==> src/rtl/mem_arbiter_pkg.sv <==
// Shared definitions for the two-port main-memory arbiter: FSM states, port IDs
// and burst geometry (4 beats per line, one beat per memory bank).
package mem_arbiter_pkg;

  localparam int BEATS  = 4;
  localparam int BEAT_W = 2;

  typedef enum logic [1:0] {
    ST_IDLE  = 2'd0,
    ST_BURST = 2'd1,
    ST_DRAIN = 2'd2
  } state_e;

  typedef enum logic {
    PORT_I = 1'b0,
    PORT_D = 1'b1
  } port_e;

  function automatic logic last_beat(input logic [BEAT_W-1:0] beat);
    return beat == BEAT_W'(BEATS - 1);
  endfunction

endpackage

==> src/rtl/mem_arbiter_rd_pipe.sv <==
// Fixed-latency tracker for read beats: carries {valid, port, beat} for RD_LAT
// cycles so read-valid strobes line up with data leaving the memory.
module arb_rd_pipe
  import mem_arbiter_pkg::*;
#(
  parameter int RD_LAT = 2
) (
  input  logic              clk,
  input  logic              rst,
  input  logic              push_i,
  input  port_e             port_i,
  input  logic [BEAT_W-1:0] beat_i,
  output logic              vld_o,
  output port_e             port_o,
  output logic [BEAT_W-1:0] beat_o
);

  logic [RD_LAT-1:0] vld_q;
  port_e             port_q [RD_LAT];
  logic [BEAT_W-1:0] beat_q [RD_LAT];

  always_ff @(posedge clk or posedge rst) begin
    if (rst) begin
      vld_q <= '0;
    end else begin
      vld_q[0] <= push_i;
      for (int i = 1; i < RD_LAT; i++) vld_q[i] <= vld_q[i-1];
    end
  end

  // Tag payload is qualified by vld_q, so it needs no reset.
  always_ff @(posedge clk) begin
    port_q[0] <= port_i;
    beat_q[0] <= beat_i;
    for (int i = 1; i < RD_LAT; i++) begin
      port_q[i] <= port_q[i-1];
      beat_q[i] <= beat_q[i-1];
    end
  end

  assign vld_o  = vld_q[RD_LAT-1];
  assign port_o = port_q[RD_LAT-1];
  assign beat_o = beat_q[RD_LAT-1];

endmodule

==> src/rtl/mem_arbiter.sv <==
// Two-port (I-cache / D-cache) arbiter and 4-beat burst sequencer for the banked
// main memory. Define ARB_DCACHE_PRIO_EN for fixed D-priority instead of round-robin.
module mem_arbiter
  import mem_arbiter_pkg::*;
#(
  parameter int RD_LAT = 2,
  parameter int AW     = 16,
  parameter int DW     = 16
) (
  input  logic              clk,
  input  logic              rst,
  input  logic              i_req,
  input  logic              i_wr,
  input  logic [AW-1:0]     i_addr,
  input  logic [DW-1:0]     i_wdata,
  output logic              i_gnt,
  output logic [BEAT_W-1:0] i_beat,
  output logic              i_rvalid,
  output logic [BEAT_W-1:0] i_rbeat,
  output logic              i_done,
  input  logic              d_req,
  input  logic              d_wr,
  input  logic [AW-1:0]     d_addr,
  input  logic [DW-1:0]     d_wdata,
  output logic              d_gnt,
  output logic [BEAT_W-1:0] d_beat,
  output logic              d_rvalid,
  output logic [BEAT_W-1:0] d_rbeat,
  output logic              d_done,
  output logic [AW-1:0]     mem_addr,
  output logic [DW-1:0]     mem_data_in,
  output logic              mem_wr,
  output logic              mem_rd,
  input  logic              mem_stall,
  input  logic [3:0]        mem_busy
);

  state_e            state_q, state_d;
  port_e             owner_q, owner_d;
  logic              wr_q, wr_d;
  logic [BEAT_W-1:0] beat_q, beat_d;
  logic [AW-1:0]     line_q;
  port_e             pick;
  logic              grant_load;
  logic              accept;
  logic              done;
  logic              busy_st;
  logic              pipe_vld;
  port_e             pipe_port;
  logic [BEAT_W-1:0] pipe_beat;

`ifdef ARB_DCACHE_PRIO_EN
  always_comb begin
    pick = d_req ? PORT_D : PORT_I;
  end
`else
  port_e last_q;

  // On a tie, favour whichever port did not win the previous grant.
  always_comb begin
    pick = PORT_I;
    if (i_req && d_req) pick = (last_q == PORT_I) ? PORT_D : PORT_I;
    else if (d_req)     pick = PORT_D;
  end

  always_ff @(posedge clk or posedge rst) begin
    if (rst)             last_q <= PORT_I;
    else if (grant_load) last_q <= pick;
  end
`endif

  assign busy_st = (state_q == ST_BURST);
  assign accept  = busy_st && !mem_stall && !mem_busy[beat_q];

  always_comb begin
    state_d    = state_q;
    owner_d    = owner_q;
    wr_d       = wr_q;
    beat_d     = beat_q;
    grant_load = 1'b0;
    done       = 1'b0;
    case (state_q)
      ST_IDLE: begin
        if (i_req || d_req) begin
          grant_load = 1'b1;
          owner_d    = pick;
          wr_d       = (pick == PORT_D) ? d_wr : i_wr;
          beat_d     = '0;
          state_d    = ST_BURST;
        end
      end
      ST_BURST: begin
        if (accept) begin
          beat_d = beat_q + 1'b1;
          if (last_beat(beat_q)) begin
            if (wr_q) begin
              done    = 1'b1;
              state_d = ST_IDLE;
            end else begin
              state_d = ST_DRAIN;
            end
          end
        end
      end
      ST_DRAIN: begin
        if (pipe_vld && last_beat(pipe_beat)) begin
          done    = 1'b1;
          state_d = ST_IDLE;
        end
      end
      default: state_d = ST_IDLE;
    endcase
  end

  always_ff @(posedge clk or posedge rst) begin
    if (rst) begin
      state_q <= ST_IDLE;
      owner_q <= PORT_I;
      wr_q    <= 1'b0;
      beat_q  <= '0;
    end else begin
      state_q <= state_d;
      owner_q <= owner_d;
      wr_q    <= wr_d;
      beat_q  <= beat_d;
    end
  end

  // Line address is captured at grant so a withdrawn request cannot corrupt the burst.
  always_ff @(posedge clk) begin
    if (grant_load) line_q <= ((pick == PORT_D) ? d_addr : i_addr) & ~AW'(7);
  end

  arb_rd_pipe #(.RD_LAT(RD_LAT)) u_rd_pipe (
    .clk    (clk),
    .rst    (rst),
    .push_i (accept && !wr_q),
    .port_i (owner_q),
    .beat_i (beat_q),
    .vld_o  (pipe_vld),
    .port_o (pipe_port),
    .beat_o (pipe_beat)
  );

  assign i_gnt    = (state_q != ST_IDLE) && (owner_q == PORT_I);
  assign d_gnt    = (state_q != ST_IDLE) && (owner_q == PORT_D);
  assign i_beat   = i_gnt ? beat_q : '0;
  assign d_beat   = d_gnt ? beat_q : '0;
  assign i_done   = done && (owner_q == PORT_I);
  assign d_done   = done && (owner_q == PORT_D);
  assign i_rvalid = pipe_vld && (pipe_port == PORT_I);
  assign d_rvalid = pipe_vld && (pipe_port == PORT_D);
  assign i_rbeat  = i_rvalid ? pipe_beat : '0;
  assign d_rbeat  = d_rvalid ? pipe_beat : '0;

  assign mem_rd      = accept && !wr_q;
  assign mem_wr      = accept && wr_q;
  assign mem_addr    = busy_st ? (line_q | {{(AW-3){1'b0}}, beat_q, 1'b0}) : '0;
  assign mem_data_in = busy_st ? ((owner_q == PORT_D) ? d_wdata : i_wdata) : '0;

endmodule

==> config.mk <==
export PLATFORM = sky130hd
export DESIGN_NAME = mem_arbiter
export DESIGN_NICKNAME = d
export VERILOG_FILES = /design/src/rtl/mem_arbiter_pkg.sv /design/src/rtl/mem_arbiter_rd_pipe.sv /design/src/rtl/mem_arbiter.sv
export SDC_FILE = /design/constraint.sdc
export NUM_CORES = 1
export LEC_CHECK = 0
export ABC_CLOCK_PERIOD_IN_PS = 3100
export CAP_MARGIN = 25
export CORE_MARGIN = 1.5
export CORE_UTILIZATION = 34
export DETAILED_ROUTE_END_ITERATION = 8
export PLACE_DENSITY_LB_ADDON = 0.15
export SETUP_SLACK_MARGIN = 0.3
export SLEW_MARGIN = 40
export SYNTH_ARGS = -nofsm -noshare
export SYNTH_HDL_FRONTEND = slang
export SYNTH_SLANG_ARGS = --single-unit
==> constraint.sdc <==
create_clock -name clk -period 3.1 [get_ports clk]
set_input_delay 0.93 -clock clk [delete_from_list [all_inputs] [get_ports clk]]
set_output_delay 0.93 -clock clk [all_outputs]
set_load 0.005 [all_outputs]
==> run_results.csv <==
group,metric,value,unit
run_status,status,"finished with violations",
run_status,violations,"setup timing",
global_route,use_met2,0.3179,
pwr,power.net_switching,0.7690,mW
yosys,syn_area_per_cell,10.52,um2
yosys,async_flop_share,0.2963,
clock_tree,htreeDepth,1,
yosys,synth_common_cells,"nor2_1, and2_1, mux2i_1, edfxtp_1, mux2_2",
worst_setup_path,cpPeakStageDelay,510,ps
floorplanning,core_area,4474,um2
placed_design,dpl.hpwl,3466,um
pwr,leakage,1.275,nW
global_route,grt_max_degree,21,
clock_tree,numCtsBuffers,3,
yosys,synth.area.top_cells,"edfxtp_1, dfrtp_1, mux2i_1",
floorplanning,die_h,72.04,um
worst_setup_path,critPathCaptureType,"primary output",
yosys,netlist-cell-type-count,36,
global_route,use_met1,0.1953,
pwr,swShare,0.3519,
clock_tree,cts.sinks,27,
pwr,seqPwrFrac,0.282,
yosys,yosysWarnings,0,
floorplanning,start_util,0.3621,
global_route,antenna_found_initial,0,
yosys,syn_inst,154,
global_route,gr-total-overflow,0,
worst_setup_path,crit_family,"multiplexers",
global_route,grt_use_total,0.1730,
worst_setup_path,critical_path_class,"input port to primary output",
detailed_routing,vias,1575,
clock_tree,cts_hold_buffers,0,
worst_setup_path,r2r_start,"beat_q[0]",
detailed_routing,dr.pass1.iters,4,
sta,rsz0062_at_grt,"true",
worst_setup_path,start_kind,"input port",
sta,finalSetupViolCount,1,
pwr,p_per_area,735.0,nW/um2
pwr,peakVddDrop,0.0003707,V
sta,fin_crit_sh,1.000,
sta,final.setup.worst_slack,-0.05462,ps
detailed_routing,dr.first_iter.drc_count,51,
detailed_routing,routed_wl,4278,um
floorplanning,rows,24,
yosys,synth_area,1620,um2
sta,final_max_slew_viol_count,0,
sta,maxSlewHeadroom,0.6600,
sta,layout_min_cycle_time,3100,ps
global_route,grt_pass1_wl,7086,um
placed_design,numPortBuffers,115,
cells_and_area,synthToLayoutAreaGrowth,83.47,%
sta,finalHoldViolations,0,
worst_hold_path,min_to,"u_rd_pipe.beat_q[0][3]",
floorplanning,ios,123,
yosys,yosysTopAreaCell,"edfxtp_1",
clock_tree,worstSkewPairLatency,270,ps
worst_hold_path,holdPathStages,0,
worst_setup_path,critical-path-slowest-cell,"mux4_2",
clock_tree,cts.root.buffer_cell,"clkbuf_8",
sta,clock.fmax,322.6,MHz
worst_setup_path,cp_num_buf_inv,3,
flow_run,drv_cap,0,
worst_setup_path,reg2reg_depth,8,
cells_and_area,drive_above_1_share,0.2122,
sta,hold_ws,334.5,ps
floorplanning,dieArea,5189,um2
floorplanning,die_w,72.04,um
yosys,synth_largest_type_area_fraction,0.2409,
clock_tree,clk_pin_slew,100,ps
global_route,busiest_layer,"met2",
yosys,synthFlopType,"edfxtp_1",
detailed_routing,drc_errors,0,
worst_hold_path,min_from,"u_rd_pipe.beat_q[0][1]",
sta,worst_pin_slew,509.4,ps
detailed_routing,viasPerCell,4.773,
yosys,synth-edff-count,13,
sta,finClkSkew,8.024,ps
cells_and_area,diodes,0,
yosys,yosysSeqAreaShare,0.4386,
worst_setup_path,cp_max_fo,2,
yosys,synth_most_common_cell,"nor2_1",
pwr,comb_power_share,0.625,
detailed_routing,avgRoutedWirePerCell,12.96,um
yosys,synth-seq-cells,27,
yosys,synthesis.nets,233,
cells_and_area,final_nets,358,
clock_tree,cts_tree,"done",
cells_and_area,final_util,0.6644,
global_route,grt_use_met3,0.05000,
pwr,internal_power,1.416,mW
worst_setup_path,worst_ep_arrival_time,2170,ps
placed_design,gp_congestion,0.8497,
pwr,power.share.clock,0.093,
global_route,grt_pass1_vias,1622,
clock_tree,clock_path_buffers,2,
cells_and_area,n_fill_cell,371,
worst_setup_path,worstPathCellList,"buf_6 -> mux4_2 -> nor3_4 -> buf_4 -> a31oi_4 -> nor3b_2 -> buf_2",
worst_setup_path,cp.required,2170,ps
worst_setup_path,reg2reg_slack,1100,ps
detailed_routing,antenna_left,0,
worst_hold_path,hold_class,"flip-flop to flip-flop",
worst_setup_path,r2r-end,"state_q[0]",
kinds of logic after synthesis:
family | Yosys count | share of synthesized area
buffers and inverters | 17 | 0.04556
muxes | 34 | 0.2309
DFF | 27 | 0.4386
AOI/OAI and AO/OA | 14 | 0.05714
other | 1 | 0.002314
and+or+nand+nor | 57 | 0.1946
adders and majority gates | 4 | 0.03089
power by group through the flow:
stage	Combinational (mW)	Clock (mW)	Sequential (mW)
after detailed placement	1.35	0	0.619
after global routing	1.50	0.223	0.636
after CTS	1.31	0.208	0.617
after global placement	1.34	0	0.614
final	1.37	0.203	0.617
after floorplan	0.664	0	0.579
per-stage QoR:
stage / total power, mW / cell area [um2] / setup WS, ps / TNS [ps] / instances
5_1_grt: 2.360 / 2973 / -66.84 / -75.43 / 330
3_3_place_gp: 1.951 / 2859 / -643.3 / -2327 / 320
2_1_floorplan: 1.243 / 1620 / 177.9 / 0 / 154
4_1_cts: 2.136 / 2923 / -101.3 / -127.7 / 327
3_5_place_dp: 1.965 / 2859 / -644.7 / -2339 / 320
6_report: 2.185 / 2973 / -0.05462 / -0.05462 / 330
layout by cell type (no fill, tap or decap), types with 2 or more instances in the layout:
master           count
nand2_1              3
buf_6                4
inv_4                2
ha_4                 2
o21ai_0              4
ha_1                 2
clkbuf_8             3
edfxtp_1            13
mux2i_1             19
and2_2               4
nor2_1              21
clkdlybuf4s50_1     91
dlygate4sd2_1       13
buf_4               13
dfrtp_1              7
and2_1              19
buf_2                5
and3_1               2
clkdlybuf4s15_1      2
inv_1                5
mux2_2              13
dfxtp_1              6
how the worst max path moves through the flow:
stage                     cells after the start        start  slack [ps]  endpoint
after floorplan                               4  mem_busy[3]         180    i_done
after global placement                        6  mem_busy[0]        -640    i_done
after detailed placement                      6  mem_busy[0]        -640    i_done
after CTS                                     7  mem_busy[3]        -100    i_done
after global routing                          7  mem_busy[3]         -70    i_done
final                                         7  mem_busy[3]       -0.05    i_done
metal layers:
layer	vias up	wire length, um
met4	0	30
met1	718	1641
met2	75	2205
met5	-	0
met3	2	400
li1	780	-
registers in the layout (all words and copies together) (netlist names):
register	cells
u_rd_pipe.port_q	2
last_q	1
line_q	13
u_rd_pipe.vld_q	2
u_rd_pipe.beat_q	4
state_q	2
beat_q	2
wr_q	1
layout make-up:
cell class / instances / area (um2) / area share
Multi-Input combinational cell: 110 / 887.1 / 0.2984
Clock buffer: 3 / 41.29 / 0.01389
Sequential cell: 27 / 711.9 / 0.2395
Timing Repair Buffer: 130 / 1232 / 0.4146
Clock inverter: 1 / 6.256 / 0.002104
Inverter: 7 / 28.78 / 0.009680
Tap cell: 52 / 65.06 / 0.02189
timing repair:
| action | in CTS | in global routing |
|---|---|---|
| endpoints found under the setup margin | 31 | 27 |
| gates resized for setup | 55 | 10 |
| setup buffers | 3 | 3 |
| pin swaps | 6 | 5 |
(Power assumes the default switching activity.)
